===== src/rtl/npc_mem_pkg.sv =====
// -----------------------------------------------------------------------------
// npc_mem_pkg
// Shared types and default widths for the NPC memory arbiter slice.
//   arb_state_e : arbiter FSM states (IDLE, REQ, RESP)
//   owner_e     : which requester owns the outstanding transaction
//   NPC_ADDR_W / NPC_DATA_W : default address / data widths
// -----------------------------------------------------------------------------
package npc_mem_pkg;

    localparam int NPC_ADDR_W = 32;
    localparam int NPC_DATA_W = 32;

    typedef enum logic [1:0] {
        IDLE = 2'd0,
        REQ  = 2'd1,
        RESP = 2'd2
    } arb_state_e;

    typedef enum logic {
        OWN_IFU = 1'b0,
        OWN_LSU = 1'b1
    } owner_e;

endpackage


===== src/rtl/npc_rr_arb2.sv =====
// -----------------------------------------------------------------------------
// npc_rr_arb2
// Two-way round-robin picker, purely combinational. The priority pointer is
// held by the parent.
//   req[1:0] in  : request vector (bit 0 = IFU, bit 1 = LSU)
//   rr       in  : 0 favours bit 0, 1 favours bit 1 when both request
//   gnt[1:0] out : one-hot grant (all zero when nothing requests)
// -----------------------------------------------------------------------------
module npc_rr_arb2 (
    input  logic [1:0] req,
    input  logic       rr,
    output logic [1:0] gnt
);

    always_comb begin
        gnt = req;
        if (req == 2'b11) begin
            gnt = rr ? 2'b10 : 2'b01;
        end
    end

endmodule


===== src/rtl/npc_mem_arbiter.sv =====
// -----------------------------------------------------------------------------
// npc_mem_arbiter
// Shares one non-pipelined memory port between the instruction fetch unit
// (read-only) and the load/store unit (read/write). One transaction is
// outstanding at a time; requesters are picked round-robin and the response
// is steered back to the owner as a one-cycle pulse.
//
// Ports
//   clk, reset                 : single clock, synchronous active-high reset
//   ifu_req_* / ifu_rsp_*      : IFU request (valid/ready/addr) and response
//   lsu_req_* / lsu_rsp_*      : LSU request (valid/ready/wen/addr/wdata/wmask)
//                                and response
//   mem_req_* / mem_rsp_*      : downstream request handshake and response
//                                (response has no back-pressure)
//   arb_busy                   : a transaction is in flight
//
// Configuration
//   ARB_TIMEOUT_EN : when defined, a transaction that stays in REQ/RESP for
//                    TIMEOUT cycles is abandoned and the owner receives an
//                    error response with zero data.
// -----------------------------------------------------------------------------
module npc_mem_arbiter
    import npc_mem_pkg::*;
#(
    parameter int ADDR_W  = NPC_ADDR_W,
    parameter int DATA_W  = NPC_DATA_W,
    parameter int TIMEOUT = 255
) (
    input  logic                  clk,
    input  logic                  reset,

    input  logic                  ifu_req_valid,
    output logic                  ifu_req_ready,
    input  logic [ADDR_W-1:0]     ifu_req_addr,
    output logic                  ifu_rsp_valid,
    output logic [DATA_W-1:0]     ifu_rsp_data,
    output logic                  ifu_rsp_err,

    input  logic                  lsu_req_valid,
    output logic                  lsu_req_ready,
    input  logic                  lsu_req_wen,
    input  logic [ADDR_W-1:0]     lsu_req_addr,
    input  logic [DATA_W-1:0]     lsu_req_wdata,
    input  logic [DATA_W/8-1:0]   lsu_req_wmask,
    output logic                  lsu_rsp_valid,
    output logic [DATA_W-1:0]     lsu_rsp_data,
    output logic                  lsu_rsp_err,

    output logic                  mem_req_valid,
    input  logic                  mem_req_ready,
    output logic                  mem_req_wen,
    output logic [ADDR_W-1:0]     mem_req_addr,
    output logic [DATA_W-1:0]     mem_req_wdata,
    output logic [DATA_W/8-1:0]   mem_req_wmask,
    input  logic                  mem_rsp_valid,
    input  logic [DATA_W-1:0]     mem_rsp_data,
    input  logic                  mem_rsp_err,

    output logic                  arb_busy
);

    localparam int MASK_W = DATA_W / 8;

    arb_state_e          state_q, state_d;
    owner_e              owner_q, owner_d;
    owner_e              rr_q, rr_d;          // requester favoured on a tie
    logic                wen_q, wen_d;
    logic [ADDR_W-1:0]   addr_q, addr_d;
    logic [DATA_W-1:0]   wdata_q, wdata_d;
    logic [MASK_W-1:0]   wmask_q, wmask_d;
    logic [DATA_W-1:0]   rsp_data_q, rsp_data_d;
    logic                rsp_err_q, rsp_err_d;
    logic                ifu_rsp_vld_q, ifu_rsp_vld_d;
    logic                lsu_rsp_vld_q, lsu_rsp_vld_d;

    logic [1:0]          gnt;
    logic                idle;
    logic                accept;
    logic                timeout_hit;

    assign idle = (state_q == IDLE);

    npc_rr_arb2 u_rr_arb2 (
        .req ({lsu_req_valid, ifu_req_valid}),
        .rr  (rr_q == OWN_LSU),
        .gnt (gnt)
    );

    // Ready is only offered while idle, so the winner is accepted in the
    // same cycle it is granted.
    assign ifu_req_ready = idle && gnt[0];
    assign lsu_req_ready = idle && gnt[1];
    assign accept        = ifu_req_ready || lsu_req_ready;

`ifdef ARB_TIMEOUT_EN
    localparam int CNT_W = $clog2(TIMEOUT + 1);

    logic [CNT_W-1:0] cnt_q, cnt_d;

    // Counts busy cycles since accept; the cycle in which the count would
    // reach TIMEOUT ends the transaction.
    always_comb begin
        cnt_d       = cnt_q;
        timeout_hit = 1'b0;
        if (accept) begin
            cnt_d = '0;
        end else if (!idle) begin
            cnt_d       = cnt_q + CNT_W'(1);
            timeout_hit = (cnt_d == CNT_W'(TIMEOUT));
        end
    end

    always_ff @(posedge clk) begin
        if (reset) begin
            cnt_q <= '0;
        end else begin
            cnt_q <= cnt_d;
        end
    end
`else
    logic unused_timeout;

    assign timeout_hit    = 1'b0;
    assign unused_timeout = (TIMEOUT > 1);
`endif

    always_comb begin
        state_d       = state_q;
        owner_d       = owner_q;
        rr_d          = rr_q;
        wen_d         = wen_q;
        addr_d        = addr_q;
        wdata_d       = wdata_q;
        wmask_d       = wmask_q;
        rsp_data_d    = rsp_data_q;
        rsp_err_d     = rsp_err_q;
        ifu_rsp_vld_d = 1'b0;
        lsu_rsp_vld_d = 1'b0;

        unique case (state_q)
            IDLE: begin
                if (accept) begin
                    state_d = REQ;
                    if (ifu_req_ready) begin
                        owner_d = OWN_IFU;
                        rr_d    = OWN_LSU;
                        wen_d   = 1'b0;
                        addr_d  = ifu_req_addr;
                        wdata_d = '0;
                        wmask_d = '0;
                    end else begin
                        owner_d = OWN_LSU;
                        rr_d    = OWN_IFU;
                        wen_d   = lsu_req_wen;
                        addr_d  = lsu_req_addr;
                        wdata_d = lsu_req_wdata;
                        wmask_d = lsu_req_wmask;
                    end
                end
            end

            // A response arriving here is a protocol violation and is ignored.
            // A handshake in the timeout cycle still wins.
            REQ: begin
                if (mem_req_ready) begin
                    state_d = RESP;
                end else if (timeout_hit) begin
                    state_d       = IDLE;
                    rsp_data_d    = '0;
                    rsp_err_d     = 1'b1;
                    ifu_rsp_vld_d = (owner_q == OWN_IFU);
                    lsu_rsp_vld_d = (owner_q == OWN_LSU);
                end
            end

            RESP: begin
                if (mem_rsp_valid) begin
                    state_d       = IDLE;
                    rsp_data_d    = wen_q ? '0 : mem_rsp_data;
                    rsp_err_d     = mem_rsp_err;
                    ifu_rsp_vld_d = (owner_q == OWN_IFU);
                    lsu_rsp_vld_d = (owner_q == OWN_LSU);
                end else if (timeout_hit) begin
                    state_d       = IDLE;
                    rsp_data_d    = '0;
                    rsp_err_d     = 1'b1;
                    ifu_rsp_vld_d = (owner_q == OWN_IFU);
                    lsu_rsp_vld_d = (owner_q == OWN_LSU);
                end
            end

            default: begin
                state_d = IDLE;
            end
        endcase
    end

    // Reset also clears the registered request/response payload so every
    // output starts at zero and an interrupted transaction leaves no trace.
    always_ff @(posedge clk) begin
        if (reset) begin
            state_q       <= IDLE;
            owner_q       <= OWN_IFU;
            rr_q          <= OWN_IFU;
            wen_q         <= 1'b0;
            addr_q        <= '0;
            wdata_q       <= '0;
            wmask_q       <= '0;
            rsp_data_q    <= '0;
            rsp_err_q     <= 1'b0;
            ifu_rsp_vld_q <= 1'b0;
            lsu_rsp_vld_q <= 1'b0;
        end else begin
            state_q       <= state_d;
            owner_q       <= owner_d;
            rr_q          <= rr_d;
            wen_q         <= wen_d;
            addr_q        <= addr_d;
            wdata_q       <= wdata_d;
            wmask_q       <= wmask_d;
            rsp_data_q    <= rsp_data_d;
            rsp_err_q     <= rsp_err_d;
            ifu_rsp_vld_q <= ifu_rsp_vld_d;
            lsu_rsp_vld_q <= lsu_rsp_vld_d;
        end
    end

    assign mem_req_valid = (state_q == REQ);
    assign mem_req_wen   = wen_q;
    assign mem_req_addr  = addr_q;
    assign mem_req_wdata = wdata_q;
    assign mem_req_wmask = wmask_q;

    // Response data is shared; the error flag is only shown with the pulse.
    assign ifu_rsp_valid = ifu_rsp_vld_q;
    assign ifu_rsp_data  = rsp_data_q;
    assign ifu_rsp_err   = ifu_rsp_vld_q && rsp_err_q;
    assign lsu_rsp_valid = lsu_rsp_vld_q;
    assign lsu_rsp_data  = rsp_data_q;
    assign lsu_rsp_err   = lsu_rsp_vld_q && rsp_err_q;

    assign arb_busy = !idle;

endmodule


===== config.mk =====
export PLATFORM = sky130hd
export DESIGN_NAME = npc_mem_arbiter
export DESIGN_NICKNAME = d
export VERILOG_FILES = /design/src/rtl/npc_mem_pkg.sv /design/src/rtl/npc_rr_arb2.sv /design/src/rtl/npc_mem_arbiter.sv
export SDC_FILE = /design/constraint.sdc
export NUM_CORES = 1
export LEC_CHECK = 0
export ABC_AREA = 1
export BUFFER_PORTS_ARGS = -buffer_cell sky130_fd_sc_hd__buf_2
export CAP_MARGIN = 20
export CORE_MARGIN = 5
export CORE_UTILIZATION = 30
export CTS_BUF_LIST = sky130_fd_sc_hd__clkbuf_2 sky130_fd_sc_hd__clkbuf_4 sky130_fd_sc_hd__clkbuf_8
export CTS_CLUSTER_SIZE = 10
export DETAILED_ROUTE_END_ITERATION = 12
export PLACE_DENSITY = 0.64
export SYNTH_ARGS = -nofsm -noshare
export SYNTH_HDL_FRONTEND = slang
export SYNTH_HIERARCHICAL = 1
export SYNTH_SLANG_ARGS = --single-unit
export TNS_END_PERCENT = 30

===== constraint.sdc =====
create_clock -name clk -period 1.75 [get_ports clk]
set_input_delay 0.175 -clock clk [delete_from_list [all_inputs] [get_ports clk]]
set_output_delay 0.175 -clock clk [all_outputs]
set_load 0.02 [all_outputs]

==> impl_metrics.tcl <==
set metrics [dict create \
    ys_ff_latch 108 \
    gr-total-overflow 0 \
    numCtsBuffers 9 \
    grt_pass1_wl_um 24200 \
    p_leak_nw 3.58 \
    final_nets 1066 \
    max_cap_violations 0 \
    r2r_setup_slack_ps 220 \
    synthToLayoutAreaGrowth_pct 37.8 \
    vias 5088 \
    clk_path_buf_depth 2 \
    setup_violations 0 \
    ys.flop_type "dfxtp_1" \
    start_util 0.303 \
    outcome "complete, no violations" \
    critical_path_buf_inv_count 3 \
    die_w_um 136 \
    finish.utilization 0.417 \
    async_flop_share 0 \
    ys_types 20 \
    cts_tree "built" \
    synth.cells.most_frequent "187 x nand2_1, 143 x nand3_1, 108 x dfxtp_1" \
    syn-cell-area_sq_mm 0.00477 \
    syn_inst 676 \
    grt-busiest-layer "met2" \
    worstMarginPinSlew_ps 376 \
    crit_end "lsu_req_ready" \
    syn_avg_cell_area_sq_um 7.06 \
    final_max_slew_viol_count 0 \
    clk_pin_slew_ps 110 \
    cp_slowest_cell "dfxtp_4" \
    clk_latency_ps 380 \
    cts_root_buf "clkbuf_8" \
    hold_violations 0 \
    ioPinCount 281 \
    slew_headroom 0.749 \
    synth_area_leader_cell "dfxtp_1" \
    wl_um 15600 \
    cp-end-kind "primary output" \
    timing.rr.start "rr_q" \
    num_rows 46 \
    critPathMaxStageDelay_ps 380 \
    gp_congestion 0.776 \
    max_freq_ghz 0.603 \
    dr.first_iter.drc_count 180 \
    synth_edf_count 0 \
    ys_seq_area_frac 0.453 \
    synth_top_area_frac 0.453 \
    hold_depth 3 \
    grt_pass1_vias 4948 \
    cp_cell_sequence "nand3_1, nand2_2, inv_1, nor2_4, buf_12, buf_4" \
    timing.rr.end "mem_req_addr[29]" \
    htree_levels 3 \
    critPathTopFamily "flip-flops" \
    ys_warn_count 6 \
    final_cells 1149 \
    met1_usage 0.193 \
    yosysMostFrequentCell "nand2_1" \
    crit_required_ps 1570 \
    cp.arrival_ps 1480 \
    hold_class "primary input to flop" \
    viasPerCell 4.43 \
    fin_crit_sh 0.947 \
    portBuffers 280 \
    cp.depth 6 \
    synth_area_leaders "dfxtp_1 45%, nand3_1 15%, nand2_1 15%" \
    drt_pass1_iterations 4 \
    cp_max_fo 21 \
    grt_start_max_net_pins 65 \
    dp_hpwl_um 11200 \
    rsz0062_at_grt "yes" \
    ant_nets 0 \
    reg2reg_depth 9 \
    grt_util_met3 0.0603 \
    use_met2 0.271 \
    layout-drive-gt1-share 0.348 \
    core_area_sq_mm 0.0158 \
    startpoint_type "flop" \
    antenna_found_initial 0 \
    grtUsageTotal 0.163 \
    placed_cells_incl_taps 1106 \
    vdd_drop_max_uv 367 \
    p_per_area_mw_per_mm2 829 \
    worstSetupStartpoint "rr_q" \
    drc 0 \
    final.min_clock_period_ps 1660 \
    fin_skew_ps 15.3 \
    die_area_sq_mm 0.0185 \
    die_h_um 136 \
    setup_tns_ps 0 \
    crit_type "flop to primary output" \
    syn-num-nets 816 \
    n_fill_cell 1707 \
    wl_per_cell_um 13.6 \
    cts_sinks 108 \
]
## cells in the final DEF, fill, tap and decap left out
cell and count:
buf_2 279, nand2_1 186, nand3_1 143, dfxtp_1 107, nor2_1 50, inv_1 44
a21oi_1 41, dlygate4sd3_1 24, buf_4 15, nand4_1 9, clkbuf_8 9, nor2_4 3
clkinv_2 3, inv_6 3, buf_12 3, diode_2 2, inv_2 2, o21ai_0 2
nand2_8 1, o21ai_4 1, nand3_2 1, nand3b_1 1, clkinvlp_4 1, dfxtp_4 1
a21oi_4 1, nand2_2 1
## power breakdown
group,internal [mW],switching (mW)
logic,0.502,0.843
clock network,0.527,0.898
registers,2.61,0.0773
## per-layer routing
metal | vias to the layer above | wire length, um | share of wire
li1 | 2627 | - | -
met1 | 2255 | 6390 | 0.41
met2 | 184 | 7460 | 0.48
met3 | 22 | 1460 | 0.093
met4 | 0 | 288 | 0.018
met5 | - | 0 | 0
## cell type report
type                       count  area (sq um)  area share
clock buffer                   9           124      0.0188
inverter                      46           173      0.0262
antenna                        2          5.00    0.000761
sequential                   108          2170       0.329
timing repair buffer         321          1810       0.275
multi-input combinational    440          1980       0.301
tap                          216           270      0.0411
clock inverter                 7          48.8     0.00742
## stage by stage
stage | power [mW] | hold slack, ps | instance area, sq um | worst slack (ps)
after global routing | 5.81 | 16.5 | 6570 | -18.4
after global placement | 4.03 | 395 | 6120 | 228
final | 5.45 | 24.3 | 6580 | 92.0
after detailed placement | 4.04 | 398 | 6120 | 225
after floorplan | 3.57 | 309 | 4770 | 445
after CTS | 5.53 | 1.53 | 6550 | -2.74
## how the worst min path moves through the flow
stage / start / endpoint / slack, ps
after floorplan: mem_rsp_data[0] / ifu_rsp_data[0] / 310
after global placement: mem_rsp_data[24] / ifu_rsp_data[24] / 400
after detailed placement: mem_rsp_data[24] / ifu_rsp_data[24] / 400
after CTS: mem_rsp_data[8] / ifu_rsp_data[8] / 2
after global routing: mem_rsp_data[5] / ifu_rsp_data[5] / 20
final: mem_rsp_data[5] / ifu_rsp_data[5] / 20
## flip-flops by register name, indices dropped and copies added, names as in the netlist
register	flops
mem_req_wen	1
mem_req_wmask	4
owner_q	1
rsp_err_q	1
mem_req_addr	32
ifu_rsp_data	32
state_q	2
ifu_rsp_valid	1
mem_req_wdata	32
lsu_rsp_valid	1
rr_q	1
## logic make-up (layout without fill, tap and decap cells)
logic type,count (synthesis),count (layout),share of synthesized area
DFF,108,108,0.453
buffers and inverters,128,383,0.140
and+or+nand+nor,395,395,0.359
other,0,2,0
AOI/OAI and AO/OA,45,45,0.0480
## worst reg2reg max path, delay by kind of cell, from the launching register on
| family | cells | cell delay (ps) |
|---|---|---|
| simple gates | 5 | 400 |
| buf+inv | 3 | 540 |
| compound gates | 1 | 170 |
| flops | 1 | 370 |
## what timing repair did
item | CTS | global route
setup buffers | 0 | 1
setup endpoints to repair | 2 | 2
hold endpoints to repair | 24 | 0
gates cloned | 0 | 0
gates resized for setup | 6 | 3
hold buffers | 24 | 0
pin swaps | 0 | 1
Power figures use the tool's default switching activity.
